## config.mk

```make
export PLATFORM = sky130hd
export DESIGN_NAME = regfile_sb_flat
export DESIGN_NICKNAME = d
export VERILOG_FILES = /design/src/rtl/regfile_sb_if.sv /design/src/rtl/regfile_sb.sv /design/src/flat_wrapper.sv
export SDC_FILE = /design/constraint.sdc
export NUM_CORES = 2
export LEC_CHECK = 0
export ABC_AREA = 1
export CAP_MARGIN = 10
export CORE_UTILIZATION = 50
export DETAILED_ROUTE_END_ITERATION = 12
export PLACE_DENSITY = 0.7
export SLEW_MARGIN = 20
export SYNTH_ARGS = -nofsm -noshare
export SYNTH_HDL_FRONTEND = slang
export SYNTH_SLANG_ARGS = --single-unit
```

## constraint.sdc

```tcl
create_clock -name clk -period 2.2 [get_ports clk]
set_clock_uncertainty 0.05 [all_clocks]
set_input_delay 0.22 -clock clk [delete_from_list [all_inputs] [get_ports clk]]
set_output_delay 0.22 -clock clk [all_outputs]
set_load 0.01 [all_outputs]
```

## src/rtl/regfile_sb_if.sv

```systemverilog
// Decode/writeback-side bus of the integer register file with busy-bit scoreboard.
// The master drives reads, issue and writeback; the slave is the register file.
interface regfile_sb_if #(
  parameter int DATA_W = 32,
  parameter int ADDR_W = 5,
  parameter int NUM_RD = 2
);
  localparam int NREGS = 2**ADDR_W;

  logic [NUM_RD*ADDR_W-1:0] rd_addr;
  logic [NUM_RD*DATA_W-1:0] rd_data;
  logic [NUM_RD-1:0]        rd_hazard;

  logic                     wb_en;
  logic [ADDR_W-1:0]        wb_addr;
  logic [DATA_W-1:0]        wb_data;

  logic                     iss_en;
  logic [ADDR_W-1:0]        iss_addr;
  logic                     flush;

  logic [NREGS-1:0]         busy_vec;
  logic [ADDR_W:0]          busy_cnt;
  logic [DATA_W-1:0]        dbg_data;

  modport master (
    output rd_addr, wb_en, wb_addr, wb_data, iss_en, iss_addr, flush,
    input  rd_data, rd_hazard, busy_vec, busy_cnt, dbg_data
  );

  modport slave (
    input  rd_addr, wb_en, wb_addr, wb_data, iss_en, iss_addr, flush,
    output rd_data, rd_hazard, busy_vec, busy_cnt, dbg_data
  );
endinterface

```

## src/rtl/regfile_sb.sv

```systemverilog
// Parametrised integer register file with asynchronous read ports, optional
// writeback bypass and a busy-bit scoreboard feeding the stall logic.
module regfile_sb #(
  parameter int DATA_W  = 32,
  parameter int ADDR_W  = 5,
  parameter int NUM_RD  = 2,
  parameter int BYPASS  = 1,
  parameter int DBG_REG = 10
) (
  input logic         clk,
  input logic         rst,
  regfile_sb_if.slave bus
);
  localparam int NREGS = 2**ADDR_W;
  localparam bit USE_BYP = (BYPASS != 0);
  localparam logic [ADDR_W-1:0] DBG_IDX = ADDR_W'(DBG_REG);

  generate
    if (NUM_RD < 1 || NUM_RD > 4) begin : g_bad_num_rd
      $error("regfile_sb: NUM_RD must be in 1..4");
    end
    if (DBG_REG < 0 || DBG_REG >= NREGS) begin : g_bad_dbg_reg
      $error("regfile_sb: DBG_REG must be below NREGS");
    end
  endgenerate

  logic [DATA_W-1:0] regs [NREGS];
  logic [NREGS-1:0]  busy;
  logic [NREGS-1:0]  busy_nxt;
  logic [ADDR_W:0]   cnt;
  logic [ADDR_W:0]   cnt_nxt;
  logic              wb_live;
  logic              iss_live;
  logic              cnt_inc;
  logic              cnt_dec;

  assign wb_live  = bus.wb_en  && (bus.wb_addr  != '0);
  assign iss_live = bus.iss_en && (bus.iss_addr != '0);

  // Register 0 is held at zero by never accepting a write to it.
  always_ff @(posedge clk or negedge rst) begin
    if (!rst) begin
      for (int r = 0; r < NREGS; r++) begin
        regs[r] <= '0;
      end
    end else if (wb_live) begin
      regs[bus.wb_addr] <= bus.wb_data;
    end
  end

  // Flush wins over everything; a same-cycle issue wins over writeback.
  always_comb begin
    busy_nxt = busy;
    if (bus.flush) begin
      busy_nxt = '0;
    end else begin
      if (wb_live && !(iss_live && bus.iss_addr == bus.wb_addr)) begin
        busy_nxt[bus.wb_addr] = 1'b0;
      end
      if (iss_live) begin
        busy_nxt[bus.iss_addr] = 1'b1;
      end
    end
    busy_nxt[0] = 1'b0;
  end

  // Incremental count: only a real 0->1 or 1->0 transition moves it.
  always_comb begin
    cnt_inc = iss_live && !busy[bus.iss_addr];
    cnt_dec = wb_live && busy[bus.wb_addr] &&
              !(iss_live && bus.iss_addr == bus.wb_addr);
    if (bus.flush) begin
      cnt_nxt = '0;
    end else begin
      cnt_nxt = cnt + (ADDR_W+1)'(cnt_inc) - (ADDR_W+1)'(cnt_dec);
    end
  end

  always_ff @(posedge clk or negedge rst) begin
    if (!rst) begin
      busy <= '0;
      cnt  <= '0;
    end else begin
      busy <= busy_nxt;
      cnt  <= cnt_nxt;
    end
  end

  assign bus.busy_vec = busy;
  assign bus.busy_cnt = cnt;
  assign bus.dbg_data = regs[DBG_IDX];

  // Forwarding is suppressed in reset so every read port returns zero there.
  generate
    for (genvar i = 0; i < NUM_RD; i++) begin : g_rd
      logic [ADDR_W-1:0] addr;
      logic              fwd;

      assign addr = bus.rd_addr[i*ADDR_W +: ADDR_W];
      assign fwd  = USE_BYP && rst && bus.wb_en && (bus.wb_addr == addr);

      assign bus.rd_data[i*DATA_W +: DATA_W] =
        (addr == '0) ? '0 :
        fwd          ? bus.wb_data :
                       regs[addr];

      assign bus.rd_hazard[i] = (addr != '0) && busy[addr] && !fwd;
    end
  endgenerate
endmodule

```

## src/flat_wrapper.sv

```systemverilog
// flat-port wrapper written by rule: the top's interface ports become plain ports
module regfile_sb_flat 
#(
  parameter int DATA_W  = 32,
  parameter int ADDR_W  = 5,
  parameter int NUM_RD  = 2,
  parameter int BYPASS  = 1,
  parameter int DBG_REG = 10
)
  (clk, rst, bus_rd_addr, bus_wb_en, bus_wb_addr, bus_wb_data, bus_iss_en, bus_iss_addr, bus_flush, bus_rd_data, bus_rd_hazard, bus_busy_vec, bus_busy_cnt, bus_dbg_data);
  regfile_sb_if #(.DATA_W(DATA_W), .ADDR_W(ADDR_W), .NUM_RD(NUM_RD)) bus_i ();
  input logic clk;
  input logic rst;
  input wire logic [$bits(bus_i.rd_addr)-1:0] bus_rd_addr;
  input wire logic [$bits(bus_i.wb_en)-1:0] bus_wb_en;
  input wire logic [$bits(bus_i.wb_addr)-1:0] bus_wb_addr;
  input wire logic [$bits(bus_i.wb_data)-1:0] bus_wb_data;
  input wire logic [$bits(bus_i.iss_en)-1:0] bus_iss_en;
  input wire logic [$bits(bus_i.iss_addr)-1:0] bus_iss_addr;
  input wire logic [$bits(bus_i.flush)-1:0] bus_flush;
  output wire logic [$bits(bus_i.rd_data)-1:0] bus_rd_data;
  output wire logic [$bits(bus_i.rd_hazard)-1:0] bus_rd_hazard;
  output wire logic [$bits(bus_i.busy_vec)-1:0] bus_busy_vec;
  output wire logic [$bits(bus_i.busy_cnt)-1:0] bus_busy_cnt;
  output wire logic [$bits(bus_i.dbg_data)-1:0] bus_dbg_data;
  assign bus_i.rd_addr = bus_rd_addr;
  assign bus_i.wb_en = bus_wb_en;
  assign bus_i.wb_addr = bus_wb_addr;
  assign bus_i.wb_data = bus_wb_data;
  assign bus_i.iss_en = bus_iss_en;
  assign bus_i.iss_addr = bus_iss_addr;
  assign bus_i.flush = bus_flush;
  assign bus_rd_data = bus_i.rd_data;
  assign bus_rd_hazard = bus_i.rd_hazard;
  assign bus_busy_vec = bus_i.busy_vec;
  assign bus_busy_cnt = bus_i.busy_cnt;
  assign bus_dbg_data = bus_i.dbg_data;
  regfile_sb #(.DATA_W(DATA_W), .ADDR_W(ADDR_W), .NUM_RD(NUM_RD), .BYPASS(BYPASS), .DBG_REG(DBG_REG)) u_core (.clk(clk), .rst(rst), .bus(bus_i));
endmodule
```

==> results.json <==
{
  "status": "finished, violations left",
  "violations": "setup timing",
  "first_global_vias": 63400,
  "port_buffers": 191,
  "gp_congestion": 0.988,
  "finalWirelength_mm": 268,
  "crit_path_max_incr_delay_ns": 0.41,
  "path_depth": 9,
  "synthArstFlopShare_pct": 100,
  "rsz0062_at_grt": "yes",
  "design_area_um2": 78600,
  "timing.final.hold_violations": 0,
  "rows": 128,
  "die_y_um": 353,
  "place_hpwl_mm": 178,
  "layout.filler_cells": 10400,
  "period_minus_slack_ns": 2.50,
  "finalSetupTns_ns": -10.31,
  "synth_seq_cells": 1061,
  "synth_area_um2": 61700,
  "slowest_stage": "dfrtp_1",
  "dpl_cell_area_um2": 71200,
  "ir_drop_mv": 0.758,
  "arrival_ns": 2.23,
  "post_route_cells_drive_above_1_share_pct": 21.2,
  "crit_buf_inv": 3,
  "critPathTopFamily": "simple AND/OR/NAND/NOR gates",
  "r2r-end": "u_core.bus.busy_cnt[5]$_DFF_PN0_",
  "slew_viol_final": 0,
  "multi_input_area_um2": 31300,
  "initial_utilization_pct": 50.6,
  "io_pins": 193,
  "grt_max_degree": 151,
  "reg2regPathDepth": 18,
  "synth.avg_cell_area_um2": 7.00,
  "synthCells": 8818,
  "crit_required_ns": 1.93,
  "worstSetupPathType": "reg2out",
  "drt_iter0_drc": 10200,
  "dieWidth_um": 353,
  "track_usage_pct": 42.2,
  "synthesis.nets": 8882,
  "synth_edf_count": 0,
  "tritoncts": "built",
  "core_um2": 122000,
  "cts_buffers": 119,
  "cts_sinks": 1061,
  "final_cell_mix": "nand2_1, o21ai_0, dfrtp_1",
  "ys_seq_area_share_pct": 43.0,
  "via_per_inst": 6.14,
  "vias": 67200,
  "root_buffer": "clkbuf_16",
  "slew_headroom_pct": 32.7,
  "rr_startpoint": "u_core.bus.busy_vec[23]$_DFF_PN0_",
  "layout_setup_ws_ns": -0.303,
  "worstPathCellList": "buf_6 > o211ai_1 > nand3_1 > nand3_2 > nand3_2 > nand3_2 > buf_6 > nor2_4 > buf_6",
  "dieArea_um2": 125000,
  "rrSetupSlack_ns": -0.29,
  "ctsHtreeMaxLevel": 3,
  "yosysWarnings": 0,
  "regArea_um2": 26600,
  "synth_cell_type_count": 41,
  "final_common_cell": "nand2_1",
  "insertion_delay_ns": 0.75,
  "nets": 9290,
  "grt_remaining_overflow": 0,
  "p_leak_nw": 36.3,
  "cts.path.max_buffers": 3,
  "drc": 0,
  "antenna_found_initial": 7,
  "crit_fanout": 4,
  "worst_pin_slew_ns": 1.01,
  "setup-violations-final": 71,
  "area_delta_synth_final_pct": 27.4,
  "hp-class": "in2async",
  "firstDrtPassIters": 8,
  "startpoint_type": "flop",
  "drtAntennaViolNets": 0,
  "p_per_area_nw_per_um2": 806,
  "ys.flop_type": "dfrtp_1",
  "maxCapViolations": 0,
  "timing.final.crit_share_pct": 114,
  "cp-end-kind": "primary output",
  "drt-wirelength-per-cell_um": 24.5,
  "max_freq_mhz": 400,
  "grt_pass1_wl_mm": 400,
  "path_clk_slew_ns": 0.06
}
==> per-layer routing <==
metal  up-vias  GRT usage, %  share of wire (%)
li1      29600             -                  -
met1     31500          53.4                 36
met2      4810          62.1                 42
met3      1286          11.5                 13
met4         8          30.2                8.7
met5         -             0              0.019
==> how the worst max path moves through the flow <==
| stage | startpoint | endpoint |
|---|---|---|
| final | u_core.bus.busy_vec[30]$_DFF_PN0_ | bus_rd_hazard[1] |
| after floorplan | bus_wb_addr[1] | u_core.bus.busy_cnt[4]$_DFF_PN0_ |
| after CTS | u_core.bus.busy_vec[23]$_DFF_PN0_ | u_core.bus.busy_cnt[4]$_DFF_PN0_ |
| after global placement | bus_wb_addr[0] | u_core.bus.busy_cnt[4]$_DFF_PN0_ |
| after detailed placement | bus_wb_addr[0] | u_core.bus.busy_cnt[4]$_DFF_PN0_ |
| after global routing | u_core.bus.busy_vec[23]$_DFF_PN0_ | u_core.bus.busy_cnt[5]$_DFF_PN0_ |
==> cells by family after synthesis <==
group,count (synthesis),synth area share (%)
compound gates,2037,18.0
xor+xnor,5,0.0710
fa+ha+maj,7,0.154
buf+inv,1586,10.8
flops,1061,43.0
other cells,1,0.00608
simple gates,4121,27.9
==> power by group <==
part | internal [mW] | leakage, nW | switching, mW
Combinational | 6.42 | 21.4 | 10.0
Sequential | 23.5 | 12.9 | 2.32
Clock | 12.5 | 2.00 | 8.60
Total | 42.4 | 36.3 | 21.0
==> synthesized netlist by cell type (6+ instances only) <==
library cell / n / area, um^2
nor3_2: 7 / 70.1
inv_2: 29 / 109
buf_4: 76 / 571
ha_1: 6 / 75.1
o21ai_0: 1188 / 5950
inv_1: 736 / 2760
buf_2: 351 / 1760
o21ai_1: 32 / 160
nand3_1: 1088 / 5450
nor2_1: 236 / 886
dfrtp_1: 1061 / 26600
nor3_1: 10 / 50.1
nor2_2: 12 / 75.1
clkbuf_1: 330 / 1240
a21oi_1: 441 / 2210
o211ai_1: 348 / 2610
nand3b_1: 14 / 105
nor2_4: 9 / 101
or2_2: 46 / 288
a22oi_1: 20 / 150
nand2_1: 2690 / 10100
buf_1: 57 / 214
==> worst reg2reg max path, delay by kind of cell (launching register included) <==
kind	cells	cell delay, ns
buffers and inverters	3	0.27
DFF	1	0.42
AOI/OAI and AO/OA	5	0.61
adders and majority gates	2	0.43
and+or+nand+nor	8	0.65
==> state kept, by name, indices dropped and copies added, names as in the netlist <==
signal,cells
u_core.bus.dbg_data,32
u_core.bus.busy_cnt,6
u_core.bus.busy_vec,31
u_core.regs,992
==> through the flow <==
stage	power (mW)	hold slack (ns)	std cells	utilization [%]	setup slack (ns)
final	63.4	0.146	11000	64.4	-0.303
after global routing	66.1	0.149	10900	64.4	-0.444
after CTS	62.3	0.113	10900	63.5	-0.300
after detailed placement	40.3	0.318	10600	58.3	-1.12
after global placement	39.8	0.316	10600	58.3	-1.15
after floorplan	34.4	-0.126	8818	-	-0.184
==> what timing repair did <==
item | 4_1_cts | 5_1_grt
hold endpoints to repair | 30 | 0
buffers inserted | 74 | 29
pin swaps | 324 | 321
hold buffers | 1 | 0
endpoints found under the setup margin | 73 | 73
resized for setup | 916 | 309
==> cell type report <==
type | instances | share of cell area [%]
diodes | 8 | 0.0255
clock buffers | 176 | 4.48
clock inverters | 37 | 0.685
inverters | 767 | 3.74
multi-input cells | 6171 | 39.8
flip-flops and latches | 1061 | 33.8
well taps | 1625 | 2.59
repair buffers | 1106 | 14.9
No activity file was read; power rests on OpenSTA's default activity.
